### src/rtl/ublock_sbox_serial.sv
// Iterative uBlock S-box layer: substitutes LANES nibbles of the held state per clock.
// A state is accepted, processed in N_STEPS cycles, then held until the consumer takes it.
module ublock_sbox_serial #(
    parameter int STATE_W = 128,
    parameter int LANES   = 4
) (
    input  logic               clk,
    input  logic               rst_n,
    input  logic               in_valid,
    output logic               in_ready,
    input  logic [STATE_W-1:0] in_state,
    output logic               out_valid,
    input  logic               out_ready,
    output logic [STATE_W-1:0] out_state,
    output logic               busy
);

    localparam int N_STEPS = STATE_W / (4 * LANES);
    localparam int CNT_W   = (N_STEPS > 1) ? $clog2(N_STEPS) : 1;
    localparam logic [CNT_W-1:0] LAST_STEP = CNT_W'(N_STEPS - 1);

    generate
        if (STATE_W % (4 * LANES) != 0) begin : g_bad_cfg
            $error("ublock_sbox_serial: STATE_W must be a multiple of 4*LANES");
        end
    endgenerate

    typedef enum logic [1:0] {
        IDLE = 2'd0,
        RUN  = 2'd1,
        DONE = 2'd2
    } fsm_t;

    fsm_t               fsm;
    logic [STATE_W-1:0] state_q;
    logic [STATE_W-1:0] state_step;
    logic [CNT_W-1:0]   step;

    function automatic logic [3:0] sbox(input logic [3:0] x);
        logic [3:0] y;
        case (x)
            4'h0: y = 4'h7;
            4'h1: y = 4'h4;
            4'h2: y = 4'h9;
            4'h3: y = 4'hC;
            4'h4: y = 4'hB;
            4'h5: y = 4'hA;
            4'h6: y = 4'hD;
            4'h7: y = 4'h8;
            4'h8: y = 4'hF;
            4'h9: y = 4'hE;
            4'hA: y = 4'h1;
            4'hB: y = 4'h6;
            4'hC: y = 4'h0;
            4'hD: y = 4'h3;
            4'hE: y = 4'h2;
            default: y = 4'h5;
        endcase
        return y;
    endfunction

    // Only the nibbles belonging to the current step are replaced; the rest pass through.
    always_comb begin
        state_step = state_q;
        for (int j = 0; j < LANES; j++) begin
            state_step[(int'(step) * LANES + j) * 4 +: 4] =
                sbox(state_q[(int'(step) * LANES + j) * 4 +: 4]);
        end
    end

    assign out_state = state_q;

    always_ff @(posedge clk) begin
        if (!rst_n) begin
            fsm       <= IDLE;
            state_q   <= '0;
            step      <= '0;
            in_ready  <= 1'b1;
            out_valid <= 1'b0;
            busy      <= 1'b0;
        end else begin
            case (fsm)
                IDLE: begin
                    if (in_valid) begin
                        state_q  <= in_state;
                        step     <= '0;
                        fsm      <= RUN;
                        in_ready <= 1'b0;
                        busy     <= 1'b1;
                    end
                end
                RUN: begin
                    state_q <= state_step;
                    if (step == LAST_STEP) begin
                        step      <= '0;
                        fsm       <= DONE;
                        out_valid <= 1'b1;
                    end else begin
                        step <= step + 1'b1;
                    end
                end
                DONE: begin
                    // in_ready stays low here so completion and a new accept never share a cycle.
                    if (out_ready) begin
                        fsm       <= IDLE;
                        out_valid <= 1'b0;
                        busy      <= 1'b0;
                        in_ready  <= 1'b1;
                    end
                end
                default: begin
                    fsm       <= IDLE;
                    step      <= '0;
                    in_ready  <= 1'b1;
                    out_valid <= 1'b0;
                    busy      <= 1'b0;
                end
            endcase
        end
    end

endmodule

### config.mk
export PLATFORM = sky130hd
export DESIGN_NAME = ublock_sbox_serial
export DESIGN_NICKNAME = d
export VERILOG_FILES = /design/src/rtl/ublock_sbox_serial.sv
export SDC_FILE = /design/constraint.sdc
export NUM_CORES = 1
export LEC_CHECK = 0
export CAP_MARGIN = 40
export CORE_MARGIN = 4
export CORE_UTILIZATION = 48
export CTS_CLUSTER_SIZE = 24
export DETAILED_ROUTE_END_ITERATION = 6
export PLACE_DENSITY = 0.8
export REMOVE_ABC_BUFFERS = 1
export SYNTH_ARGS = -nofsm -noshare
export SYNTH_HDL_FRONTEND = slang
export SYNTH_SLANG_ARGS = --single-unit
### constraint.sdc
create_clock -name clk -period 3.5 [get_ports clk]
set_clock_uncertainty 0.2 [all_clocks]
set_input_delay 0.7 -clock clk [delete_from_list [all_inputs] [get_ports clk]]
set_output_delay 0.7 -clock clk [all_outputs]
set_load 0.03 [all_outputs]
# Word-level counts from Yosys, hierarchy flattened
# Memories as Yosys holds them, arrays and structs flattened.
# Cells that the tools add are included.
dict set report totals {
  mem_count 4
  mem_bits_ro 256
  register_bits 136
  out_inout_bits 131
  elab_cells 67
  latchBits 0
  ramBits 0
}
dict set report op_classes {
  n_mux 21
  n_lt_le_gt_ge 0
  eq_ne 6
  n_mul 0
  add_sub_neg 8
  shift 12
  n_bitwise 3
  reduce_logical 7
  n_div 0
}
# name depth word_bits rd rd_clocked_by_memory_dff wr line_no
set memory_table {}
lappend memory_table {{(no name shown)} 16 4 1 0 0 41} ;# case (x)
lappend memory_table {{(no name shown)} 16 4 1 0 0 41}
lappend memory_table {{(no name shown)} 16 4 1 0 0 41}
lappend memory_table {{(no name shown)} 16 4 1 0 0 41}
# op n
set ops {}
lappend ops {{$bwmux 128} 4}
lappend ops {{$shift 4x33->128 const A} 4}
lappend ops {{$shiftx 4x33->128} 4}
lappend ops {{$shiftx 128x32->4} 3}
lappend ops {{$pmux 128 s2} 1}
lappend ops {{$mux 128} 1}
lappend ops {{$shiftx 128x8->4} 1}
lappend ops {{$neg 8->33} 3}
lappend ops {{$neg 7->33} 1}
lappend ops {{$add 5x2->6 const B} 2}
lappend ops {{$pmux 1 s3} 3}
lappend ops {{$pmux 3 s3} 1}
lappend ops {{$reduce_and 3->1} 3}
lappend ops {{$add 5x1->6 const B} 1}
lappend ops {{$mux 2} 3}
lappend ops {{$mux 3} 2}
lappend ops {{$ne 2x2->1 const B} 3}
lappend ops {{$pmux 2 s3} 1}
lappend ops {{$mux 1} 5}
lappend ops {{$reduce_and 2->1} 2}
lappend ops {{$add 3x1->3 const B} 1}
lappend ops {{$eq 3x3->1 const B} 1}
lappend ops {{$not 1->1} 3}
lappend ops {{$eq 2x1->1 const B} 1}
lappend ops {{other kinds (3)} 3}

# Logic depth before layout (Yosys ltp)
# Gate-level depths: netlist of the first run.
# An unclocked memory read counts as a cell.
dict set report logic_depth {
  ltp_word 8
  ltp_mapped 13
}

# Least setup slack after synthesis of the first run
# Ideal clock, no wire load.
dict set report synth_path {
  path_kind {reg-to-reg}
  from {reg step[0]}
  to {reg state_q[121], in the netlist out_state[121]}
  required_time_ns 3.180
  setup_slack_ns 0.327
  arrival_ns 2.854
  setup_time_ns 0.120
  path_stages_with_launch 11
  cell_sequence {dfxtp_1 > buf_6 > buf_12 > buf_12 > mux4_2 > mux2i_1 > buf_4 > ha_1 > or3_1 > and2_1 > a211o_1}
}
dict set report synth_via {
  elab_chain_len 8
}
# item line_no
set synth_rtl {}
lappend synth_rtl {{start: declaration} 37} ;# logic [CNT_W-1:0] step;
lappend synth_rtl {{start signal: assignment} 99} ;# step <= step + 1'b1;
lappend synth_rtl {{$add 5x1->6 or $shiftx 128x8->4 (tied branches)} {66, 67}}
lappend synth_rtl {{$shiftx 128x32->4 or $mem_v2 16x4 (tied branches)} -}
lappend synth_rtl {{$mem_v2 16x4 or $shiftx 4x33->128 (tied branches)} -}
lappend synth_rtl {{$shiftx 4x33->128 or $bwmux 128 (tied branches)} 66} ;# state_step[(int'(step) * LANES + j) * 4 +: 4] =
lappend synth_rtl {{$bwmux 128 (2 in series)} 66}
lappend synth_rtl {{$bwmux 128 (*)} 66}
lappend synth_rtl {{$pmux 128 s2 (*)} 82} ;# case (fsm)
lappend synth_rtl {{end signal: assignment} 85} ;# state_q <= in_state;
lappend synth_rtl {{end signal: assignment} 93} ;# state_q <= state_step;
lappend synth_rtl {{end: declaration} 35} ;# logic [STATE_W-1:0] state_q;
# Every way passes the cells marked *; elsewhere a longest branch is shown, timed or not.
# A chain may end at the register's enable or synchronous reset.

# Worst setup path after layout of the first run
dict set report layout_path {
  from {reg step[0]}
  to {reg state_q[38], in the netlist out_state[38]}
}
# The elaborated chain is that of the path after synthesis.

==> results of run 1 <==
-- flip-flops by register name, indices dropped and copies added (netlist names) --
signal and cells:
busy 1, fsm 2, in_ready 1, out_state 128
out_valid 1, step 3
-- per-stage QoR --
step,cell area [µm²],total power (W),TNS [ps]
floorplan,8420,0.00289,-95890
detailed placement,11700,0.00368,0
global route,12300,0.00568,0
finish,12300,0.00549,0
CTS,12300,0.00545,0
global placement,11700,0.00365,0
-- cells in the mapped netlist, drive strengths merged, types with 21 or more instances --
cell	n
and3	43
a211o	21
ha	24
nor2	72
mux4	29
nand2	44
a211oi	24
buf	28
o21ai	68
nand3	26
nor3	30
a21oi	154
o211ai	25
dfxtp	136
clkbuf	61
o22ai	51
-- cells by family (layout without fill, tap and decap cells) --
logic type      Yosys count  count (layout)  share of synthesized area
simple gates            265             265                      0.160
compound gates          422             422                      0.310
xor+xnor                  6               6                     0.0102
mux                      56              56                      0.120
buf+inv                 107             357                     0.0583
flops                   136             136                      0.307
fa+ha+maj                24              24                     0.0339
-- worst min path at each step --
stage,from,to,slack (ps),cells past startpoint
floorplan,busy$_SDFFE_PN0P_,busy$_SDFFE_PN0P_,390,2
global placement,busy$_SDFFE_PN0P_,busy$_SDFFE_PN0P_,270,2
detailed placement,busy$_SDFFE_PN0P_,busy$_SDFFE_PN0P_,270,2
CTS,busy$_SDFFE_PN0P_,busy$_SDFFE_PN0P_,290,2
global route,busy$_SDFFE_PN0P_,busy$_SDFFE_PN0P_,330,2
finish,busy$_SDFFE_PN0P_,busy$_SDFFE_PN0P_,280,2
-- report_power, final --
part	switching [W]	internal, W	total [W]	leakage, nW
sequential	0.000136	0.00167	0.00181	1.12
combinational	0.00113	0.000760	0.00189	3.23
clock	0.000706	0.00109	0.00180	0.274
-- worst max-delay path, delay by kind of cell (launching register included) --
kind                       cells  cell delay, ps
muxes                          2             820
AOI/OAI and AO/OA              3             730
DFF                            1             520
buffers and inverters          2             430
adders and majority gates      1             260
and+or+nand+nor                1             160
-- metal layers --
layer / wire length, µm / up-vias / global-route usage
li1: - / 4373 / -
met1: 14000 / 4646 / 0.441
met2: 16300 / 729 / 0.531
met3: 4310 / 131 / 0.0968
met4: 1550 / 0 / 0.140
met5: 0 / - / 0
-- cell type report --
cell class	instances	area, µm²	area share
Clock buffer	22	474	0.0386
Clock inverter	8	97.6	0.00795
Inverter	18	70.1	0.00570
Multi-Input combinational cell	773	5650	0.460
Sequential cell	136	2730	0.222
Tap cell	229	287	0.0233
Timing Repair Buffer	309	2980	0.243
==> Implementation_results.wiki, run 1 <==
{| class="wikitable"
! Metric !! Value
|-
| Result of the run || finished, final reports clean
|-
| Total via count after detailed routing || 9879
|-
| Slew at the pin with the worst max-slew slack || 976 ps
|-
| Top-level port count || 263
|-
| Portion of the post-synthesis area used by sequential elements || 0.307
|-
| Number of remaining DRC errors || 0
|-
| Hold Worst Slack || 285 ps
|-
| Initial DRC Count || 1259
|-
| Normalized max-slew margin || 0.349
|-
| Starting density of the core || 0.490
|-
| Number of antenna violations at the first check in global routing || 0
|-
| Timing-limited maximum frequency || 304 MHz
|-
| Clock latency reported for the late side of the worst-skew pair || 430 ps
|-
| Total CTS buffers || 17
|-
| CP Capture Point || out_state[38]$_SDFFE_PN0P_
|-
| Filler-free cell count of the finished design || 1495
|-
| Post-route minimum period || 3290 ps
|-
| Placed insts || 1465
|-
| Proportion of synthesized flip-flops having asynchronous set or reset || 0
|-
| Worst setup slack after placement || 244 ps
|-
| Number of cells upsized or downsized after cts || 0
|-
| Fraction of the cycle the final worst path needs || 0.939
|-
| RSZ-0062 raised after global routing || no
|-
| Leakage power total || 4.62 nW
|-
| Vias in the first global route || 9468
|-
| Sequence of cells on the critical path || buf_12, mux4_2, nand2b_1, o211ai_1, inv_2, ha_1, mux2_4, o21ai_1, o22ai_1
|-
| Antenna Diode Count || 0
|-
| First drt pass iteration count || 5
|-
| Largest stage delay on the critical path || 520 ps
|-
| Start point of the critical path || step[0]$_SDFFE_PN0P_
|-
| Top fanout value on the critical path || 20
|-
| Reg-to-reg setup timing slack || 210 ps
|-
| Cell area after technology mapping || 0.00886 mm²
|-
| Setup violations, final || 0
|-
| Total number of H-tree levels || 4
|-
| Clock-pin slew reported for the worst setup and hold paths after clock tree synthesis || 60 ps
|-
| Beginning of the worst register-to-register path || step[0]$_SDFFE_PN0P_
|-
| Layout area overhead || 38.6%
|-
| Overall Global Routing Usage || 0.339
|-
| Largest net degree at the start of global routing || 69
|-
| Detailed Place HPWL || 25900 µm
|-
| Maximum Capacitance Violations || 0
|-
| Routability congestion estimate || 0.998
|-
| Critical path required time || 3580 ps
|-
| Number of enable-type register cells in the synthesized netlist || 0
|-
| Count of mapped cells out of synthesis || 1016
|-
| Routed Wire Length || 36100 µm
|-
| Power per standard cell area || 447 mW/mm²
|-
| Clock tree from TritonCTS || yes
|-
| Chip Width || 144 µm
|-
| Slowest cell on crit path || sky130_fd_sc_hd__dfxtp_2
|-
| Worst-case setup margin in the final layout || 215 ps
|-
| Critical path arrival || 3360 ps
|-
| Reg-to-Reg End || out_state[38]$_SDFFE_PN0P_
|-
| Type of element launching the critical path || register
|-
| Max Root-Sink Buffers || 2
|-
| Mean post-synth cell area || 8.72 µm²
|-
| Most frequent standard cell in the layout excluding fill and tap cells || sky130_fd_sc_hd__clkdlybuf4s50_1
|-
| Total of buffers placed on input and output ports || 262
|-
| Hold buffers post-CTS || 0
|-
| Overflow left after global routing || 0
|-
| Total Die Area || 0.0207 mm²
|-
| Die boundary height || 144 µm
|-
| Synth Flop Type || sky130_fd_sc_hd__dfxtp_1
|-
| Utilization of the core after routing || 0.679
|-
| Final Hold Violating Endpoints || 0
|-
| Warnings from Yosys || 0
|-
| Vias/cell || 6.61
|-
| Endpoint class of the critical path || register
|-
| Clk sinks || 136
|-
| Num rows || 49
|-
| Netlist cell types || 77
|-
| Number of max-slew violations in the final report || 0
|-
| Root buffer cell || sky130_fd_sc_hd__clkbuf_16
|-
| Antenna-violating nets left || 0
|-
| Type of the worst setup path || reg -> reg
|-
| Core ar. || 0.0181 mm²
|-
| Top area cells in the synthesized netlist || sky130_fd_sc_hd__dfxtp_1 31%, sky130_fd_sc_hd__a21oi_1 8.7%, sky130_fd_sc_hd__mux4_2 6.1%
|-
| Tightest Hold Check Type || reg -> reg
|-
| Number of buffers inserted by post-CTS setup repair || 0
|-
| Register bit count reported by yosys || 136
|-
| Leading area contributor after synthesis || sky130_fd_sc_hd__dfxtp_1
|-
| Wire length of the first global-routing pass || 54300 µm
|-
| Maximum vdd drop || 367 µV
|-
| Worst r2r path cells || 9
|-
| Final nets || 1411
|-
| Commonest cells after routing, fill and taps aside || 261 x sky130_fd_sc_hd__clkdlybuf4s50_1, 154 x sky130_fd_sc_hd__a21oi_1, 134 x sky130_fd_sc_hd__dfxtp_1, 70 x sky130_fd_sc_hd__nor2_1, 53 x sky130_fd_sc_hd__o21ai_0
|-
| Number of filler instances in the final layout || 1452
|-
| WL per Instance || 24.2 µm
|-
| Fraction of final layout cells with drive strength greater than 1 || 0.135
|-
| Area fraction of the dominant cell type after synthesis || 0.307
|}
Power figures use the tool's default switching activity.
==> run 2: changes to the inputs <==
--- a/config.mk
+++ b/config.mk
@@ -8,7 +8,6 @@
 export CAP_MARGIN = 40
 export CORE_MARGIN = 4
 export CORE_UTILIZATION = 48
-export CTS_CLUSTER_SIZE = 24
 export DETAILED_ROUTE_END_ITERATION = 6
 export PLACE_DENSITY = 0.8
 export REMOVE_ABC_BUFFERS = 1
==> results of run 2 <==
Final layout, timing and power as in run 1 (identical DEF).
